## src/rtl/scs8hd_clkdiv_gate.sv

```systemverilog
// ============================================================================
//  Module   : scs8hd_clkdiv_gate
//  Brief    : NCH-channel 50%-duty clock divider with glitch-free enable and
//             boundary-synchronised ratio update (UPD/ACK handshake).
//  Revision : 1.0  initial release
// ============================================================================
`default_nettype none

module scs8hd_clkdiv_gate #(
    parameter int NCH     = 4,
    parameter int CNTW    = 8,
    parameter int RST_DIV = 0
) (
    input  logic                CLK,
    input  logic                RESETB,
    input  logic [NCH-1:0]      EN,
    input  logic [NCH*CNTW-1:0] DIV,
    input  logic [NCH-1:0]      UPD,
    output logic [NCH-1:0]      X,
    output logic [NCH-1:0]      RUN,
    output logic [NCH-1:0]      ACK
);

    typedef enum logic [0:0] {
        ST_IDLE = 1'b0,
        ST_RUN  = 1'b1
    } state_t;

    localparam logic [CNTW-1:0] c_RST_DIV = CNTW'(RST_DIV);

    for (genvar gi = 0; gi < NCH; gi++) begin : g_ch
        state_t          r_state;
        state_t          w_state_nxt;
        logic [CNTW-1:0] r_cnt;
        logic [CNTW-1:0] w_cnt_nxt;
        logic [CNTW-1:0] r_div_act;
        logic [CNTW-1:0] w_div_act_nxt;
        logic [CNTW-1:0] r_div_pend;
        logic [CNTW-1:0] w_div_pend_nxt;
        logic            r_pend;
        logic            w_pend_nxt;
        logic            r_x;
        logic            w_x_nxt;
        logic            r_ack;
        logic            w_ack_nxt;
        logic [CNTW-1:0] w_div_in;
        logic            w_wrap;

        assign w_div_in = DIV[gi*CNTW +: CNTW];
        assign w_wrap   = (r_cnt == r_div_act);

        always_comb begin
            w_state_nxt    = r_state;
            w_cnt_nxt      = r_cnt;
            w_div_act_nxt  = r_div_act;
            w_div_pend_nxt = r_div_pend;
            w_pend_nxt     = r_pend;
            w_x_nxt        = r_x;
            w_ack_nxt      = 1'b0;
            case (r_state)
                ST_IDLE: begin
                    w_x_nxt    = 1'b0;
                    w_cnt_nxt  = '0;
                    w_pend_nxt = 1'b0;
                    // A same-cycle UPD is loaded directly so the first period uses it.
                    if (UPD[gi]) begin
                        w_div_act_nxt = w_div_in;
                        w_ack_nxt     = 1'b1;
                    end
                    if (EN[gi]) begin
                        w_x_nxt     = 1'b1;
                        w_state_nxt = ST_RUN;
                    end
                end
                ST_RUN: begin
                    if (UPD[gi]) begin
                        w_div_pend_nxt = w_div_in;
                        w_pend_nxt     = 1'b1;
                    end
                    if (!w_wrap) begin
                        w_cnt_nxt = r_cnt + 1'b1;
                    end else begin
                        w_cnt_nxt = '0;
                        if (r_x) begin
                            w_x_nxt = 1'b0;
                        end else begin
                            // Period boundary: the only point where ratio and run state may change.
                            if (UPD[gi]) begin
                                w_div_act_nxt = w_div_in;
                                w_ack_nxt     = 1'b1;
                            end else if (r_pend) begin
                                w_div_act_nxt = r_div_pend;
                                w_ack_nxt     = 1'b1;
                            end
                            w_pend_nxt = 1'b0;
                            if (EN[gi]) begin
                                w_x_nxt = 1'b1;
                            end else begin
                                w_state_nxt = ST_IDLE;
                            end
                        end
                    end
                end
            endcase
        end

        always_ff @(posedge CLK or negedge RESETB) begin
            if (!RESETB) begin
                r_state    <= ST_IDLE;
                r_cnt      <= '0;
                r_div_act  <= c_RST_DIV;
                r_div_pend <= '0;
                r_pend     <= 1'b0;
                r_x        <= 1'b0;
                r_ack      <= 1'b0;
            end else begin
                r_state    <= w_state_nxt;
                r_cnt      <= w_cnt_nxt;
                r_div_act  <= w_div_act_nxt;
                r_div_pend <= w_div_pend_nxt;
                r_pend     <= w_pend_nxt;
                r_x        <= w_x_nxt;
                r_ack      <= w_ack_nxt;
            end
        end

        assign X[gi]   = r_x;
        assign RUN[gi] = (r_state == ST_RUN);
        assign ACK[gi] = r_ack;
    end

endmodule

`default_nettype wire

```

## config.mk

```make
export PLATFORM = sky130hd
export DESIGN_NAME = scs8hd_clkdiv_gate
export DESIGN_NICKNAME = d
export VERILOG_FILES = /design/src/rtl/scs8hd_clkdiv_gate.sv
export SDC_FILE = /design/constraint.sdc
export NUM_CORES = 1
export LEC_CHECK = 0
export ABC_AREA = 1
export BUFFER_PORTS_ARGS = -buffer_cell sky130_fd_sc_hd__buf_2
export CAP_MARGIN = 20
export CORE_UTILIZATION = 45
export DETAILED_ROUTE_END_ITERATION = 16
export PLACE_DENSITY = 0.71
export SLEW_MARGIN = 10
export SYNTH_ARGS = -nofsm -noshare
export SYNTH_HDL_FRONTEND = slang
export SYNTH_SLANG_ARGS = --single-unit
```

## constraint.sdc

```tcl
create_clock -name CLK -period 1.5 [get_ports CLK]
set_clock_uncertainty 0.1 [all_clocks]
set_input_delay 0.3 -clock CLK [delete_from_list [all_inputs] [get_ports CLK]]
set_output_delay 0.3 -clock CLK [all_outputs]
set_load 0.05 [all_outputs]
```

; ---- After elaboration in Yosys (flattened, before gate mapping)
; Cells that the tools add are included.
[op_classes]
addsub = 4
eq_ne = 20
muxes = 100
bitwise = 4
n_reduce_logical = 8
[ops]
columns = operator, count
row1 = two-way mux 8 bit, 24
row2 = case mux 8 bit (2 select lines), 8
row3 = two-way mux 1 bit, 52
row4 = adder 8 x 1 -> 8 bit (second input constant), 4
row5 = == test 8 bit, 4
row6 = case mux 1 bit (2 select lines), 16
row7 = inequality test 2 bit (second input constant), 8
row8 = AND reduction 4 bit, 4
row9 = inequality test 3 x 2 -> 1 bit (second input constant), 4
row10 = inequality test 2 x 1 -> 1 bit (second input constant), 4
row11 = AND reduction 2 bit, 4
row12 = inverter 1 bit, 4
[word_totals]
reg_bits = 112
input_bits = 42
output_inout_bits = 12
elab_cells = 164

; ---- Logic depth before layout (Yosys ltp)
[depth]
depth_word = 5
depth_mapped = 10

; ---- Worst setup path after synthesis
; No wires, ideal clock.
[synth_path]
kind = flip-flop to flip-flop
from = register g_ch[1].r_state
to = register g_ch[1].r_div_act[5]
setup_ns = 0.065
arrival_time_ns = 1.155
required_time_ns = 1.335
slack_ns = 0.180
path_stages_with_launch = 8
period_less_slack_ns = 1.320
cell_sequence = dfrtp_1 -> clkbuf_2 -> nand2_1 -> buf_2 -> nor2_1 -> a21oi_1 -> nand3_1 -> nand2_1
[synth_between]
elab_chain_len = 3
[synth_rtl]
columns = element, line_no
row1 = "start, declared", 32  ; state_t r_state;
row2 = "start signal, assigned", 117  ; r_state <= w_state_nxt;
row3 = inverter 1 bit, n/a
row4 = inequality test 2 bit (no line), n/a
row5 = AND reduction 4 bit (no line), n/a
row6 = "end signal, assigned", 111  ; r_div_act <= c_RST_DIV;
row7 = "end signal, assigned", 119  ; r_div_act <= w_div_act_nxt;
row8 = "end, declared", 36  ; logic [CNTW-1:0] r_div_act;
; Parallel ways exist; a longest one is shown, timed or not.
; A chain may end at the register's enable or synchronous reset.

; ---- Worst setup path in the final report
[layout_path]
from = register g_ch[1].r_state
to = output port RUN[1]
[layout_lines]
columns = element, line_no
row1 = "end, declared", 20  ; output logic [NCH-1:0] RUN,
; No word-level cell between the ends.

==> run_results.csv <==
group,metric,value,unit
synthesis,synth-edff-count,0,
clock_tree,clkLatencyLatePin,0.35,ns
drt,drc,0,
sta,fmax,678.4,MHz
placed_design,dp.cells,914,
critical_path,crit_chain,"buf_6, buf_6",
drt,vias,4599,
critical_path,arrival,1.07,ns
synthesis,synth-compound-area-share,6.828,%
power,p_leak,3.421,nW
synthesis,synth_area_leaders,"dfrtp_1 (49%), nand2_1 (12%), nand3_1 (6.3%)",
critical_path,slowest_stage,"dfrtp_1",
global_route,antenna_found_initial,0,
drt,drtAntennaViolNets,0,
synthesis,synth_area_leader_cell,"dfrtp_1",
synthesis,synth_ff_type,"dfrtp_1",
finish,nNetsFinal,815,
floorplan,die_w,114.4,µm
synthesis,synth-seq-cells,112,
global_route,grt-ovfl-total,0,
sta,rsz0062_at_grt,"yes",
finish,area_growth,17.89,%
synthesis,synthesis.area,5680,µm²
floorplan,io_pins,54,
drt,wl_per_cell,11.91,µm
synthesis,synth-simple-area-share,29.63,%
global_route,groute.usage.overall,17.51,%
clock_tree,cts_buffer_depth,2,
critical_path,crit_path_max_fanout,8,
synthesis,syn_nets,758,
synthesis,yosysMostFrequentCell,"nand2_1",
finish,post-route-util,55.06,%
synthesis,synth_fa_ha_area_share,0.8811,%
sta,fin_crit_sh,98.28,%
drt,avgViaCountPerCell,4.882,
clock_tree,cts-root-buf,"clkbuf_16",
placed_design,port_buffers,53,
floorplan,core.rowCount,40,
clock_tree,clock-sinks,112,
clock_tree,cts_inserted_buffers,9,
sta,slew_headroom,67.34,%
floorplan,dieArea,13080,µm²
synthesis,ys_warn_count,0,
critical_path,start_kind,"flip-flop",
floorplan,die_y,114.4,µm
sta,setup_ws,0.02587,ns
finish,layout-drive-gt1-share,18.99,%
power,p_per_area,1752,nW/µm²
synthesis,synthXorXnorAreaFrac,3.546,%
clock_tree,clkTransAtPathRegs,0.08,ns
synthesis,synth_top_area_share,49.34,%
clock_tree,cts_htree_levels,3,
synthesis,ys_seq_area_share,49.34,%
synthesis,synth.avg_cell_area,7.978,µm²
synthesis,yosysUniqueCellTypes,26,
drt,drt_iter0_drc,208,
synthesis,async_flop_share,100.0,%
placed_design,pre_cts_ws,-0.006456,ns
global_route,grt_start_max_net_pins,71,
critical_path,crit_top_cell,"buf_6",
synthesis,post_synth_mux_area_share,0,%
sta,final.min_clock_period,1.474,ns
synthesis,synth_top_family_by_area,"simple AND/OR/NAND/NOR gates",
sta,setup_violations,0,
floorplan,core,12160,µm²
critical_path,endpoint_kind,"output pin",
finish,n_antenna_cell,0,
synthesis,synth_commonest_cells,"nand2_1 (185), dfrtp_1 (112), inv_1 (95)",
global_route,grt_pass1_vias,4366,
finish,layout.cells.non_filler,942,
critical_path,path_class,"flip-flop to output pin",
min_path,hold_path.class,"input pin to flip-flop",
drt,dr.pass1.iters,4,
power,vdd_drop_max,0.7564,mV
placed_design,gp_congestion,0.7495,
placed_design,dp_hpwl,7708,µm
sta,drv_slew,0,
job,drv_cap,0,
critical_path,slowest_delay,0.38,ns
run_status,status,"completed",
synthesis,synthCells,712,
drt,drt-total-wl,11220,µm
sta,hold_viol_final,0,
critical_path,required,1.10,ns
global_route,grt_first_pass_wirelength,18480,µm
clock_tree,cts_tree,"built",
sta,worst_pin_slew,0.4887,ns
floorplan,initial_utilization,46.71,%
[layout make-up]
class	count	area [µm²]
multi-input cells	482	2564
repair buffers	68	430.4
well taps	168	210.2
clock buffers	11	242.7
flip-flops and latches	112	2809
inverters	96	360.3
fillers	1126	5465
clock inverters	5	80.08
[worst paths after layout]
kind	endpoint	depth (start not counted)	from	slack [ns]
worst max-delay path	RUN[1]	2	g_ch[1].r_state	0.03
worst min-delay path	g_ch[1].r_state	3	EN[1]	0.05
worst max register to register	g_ch[1].r_div_act[2]	7	g_ch[1].r_cnt[3]	0.03
worst min register to register	g_ch[0].r_div_pend[0]	2	g_ch[0].r_div_pend[0]	0.39
max in group asynchronous	g_ch[1].r_cnt[5]	3	RESETB	0.54
min in group asynchronous	g_ch[0].r_div_pend[1]	3	RESETB	0.38
[per-stage QoR]
step / TNS, ns / power (W) / hold WS, ns / cell area (µm²)
floorplan: 0 / 0.007895 / -0.09559 / 5680
global route: -1.262 / 0.01264 / 0.05503 / 6696
global placement: 0 / 0.008476 / 0.1983 / 6056
detailed placement: -0.006456 / 0.008696 / 0.2089 / 6056
CTS: -0.0001997 / 0.01140 / 0.04702 / 6430
finish: 0 / 0.01173 / 0.04918 / 6696
[sequential cells by signal, summed over array words and instances, names as in the netlist]
| name | cells |
|---|---|
| g_ch.r_div_act | 32 |
| g_ch.r_ack | 4 |
| g_ch.r_pend | 4 |
| g_ch.r_cnt | 32 |
| g_ch.r_div_pend | 32 |
| g_ch.r_x | 4 |
| g_ch.r_state | 4 |
[report_power, final]
part	total (W)	switching (W)	internal [W]
combinational	0.00414	0.00242	0.00172
sequential	0.00500	0.000940	0.00406
clock	0.00260	0.00109	0.00151
total	0.0117	0.00444	0.00729
[layout by cell type (no fill, tap or decap), drive strengths merged]
cell type	instances
ha	4
dfrtp	112
buf	66
clkinv	1
bufinv	2
nand3	75
nor3b	13
xnor2	15
clkbuf	12
nand2	201
o21ai	37
nor2	83
inv	96
nor3	1
clkinvlp	2
dlygate4sd3	1
xor2	8
a21oi	36
nand4	9
[kinds of logic (layout without fill, tap and decap cells)]
group,Yosys count,after routing
simple gates,376,382
buf+inv,124,180
flops,112,112
compound gates,73,73
xor+xnor,23,23
fa+ha+maj,4,4
[critical path: cells and delay by family (launching register included)]
| kind | cells | cell delay [ns] |
|---|---|---|
| flops | 1 | 0.38 |
| buf+inv | 2 | 0.34 |
[routing by layer]
metal / track usage [%] / wire [µm]
met2: 30.91 / 5613
met5: 0 / 0
met4: 8.052 / 207
met3: 2.647 / 304
met1: 21.08 / 5092
[repair_timing]
item                                   in CTS  in global routing
hold buffers                                1                  0
pin swaps                                   0                 18
setup endpoints to repair                  13                 58
resized for setup                           8                 48
endpoints found under the hold margin     112                  0
buffers inserted                            0                  5
gates cloned                                0                  6
No activity file was read; power rests on OpenSTA's default activity.
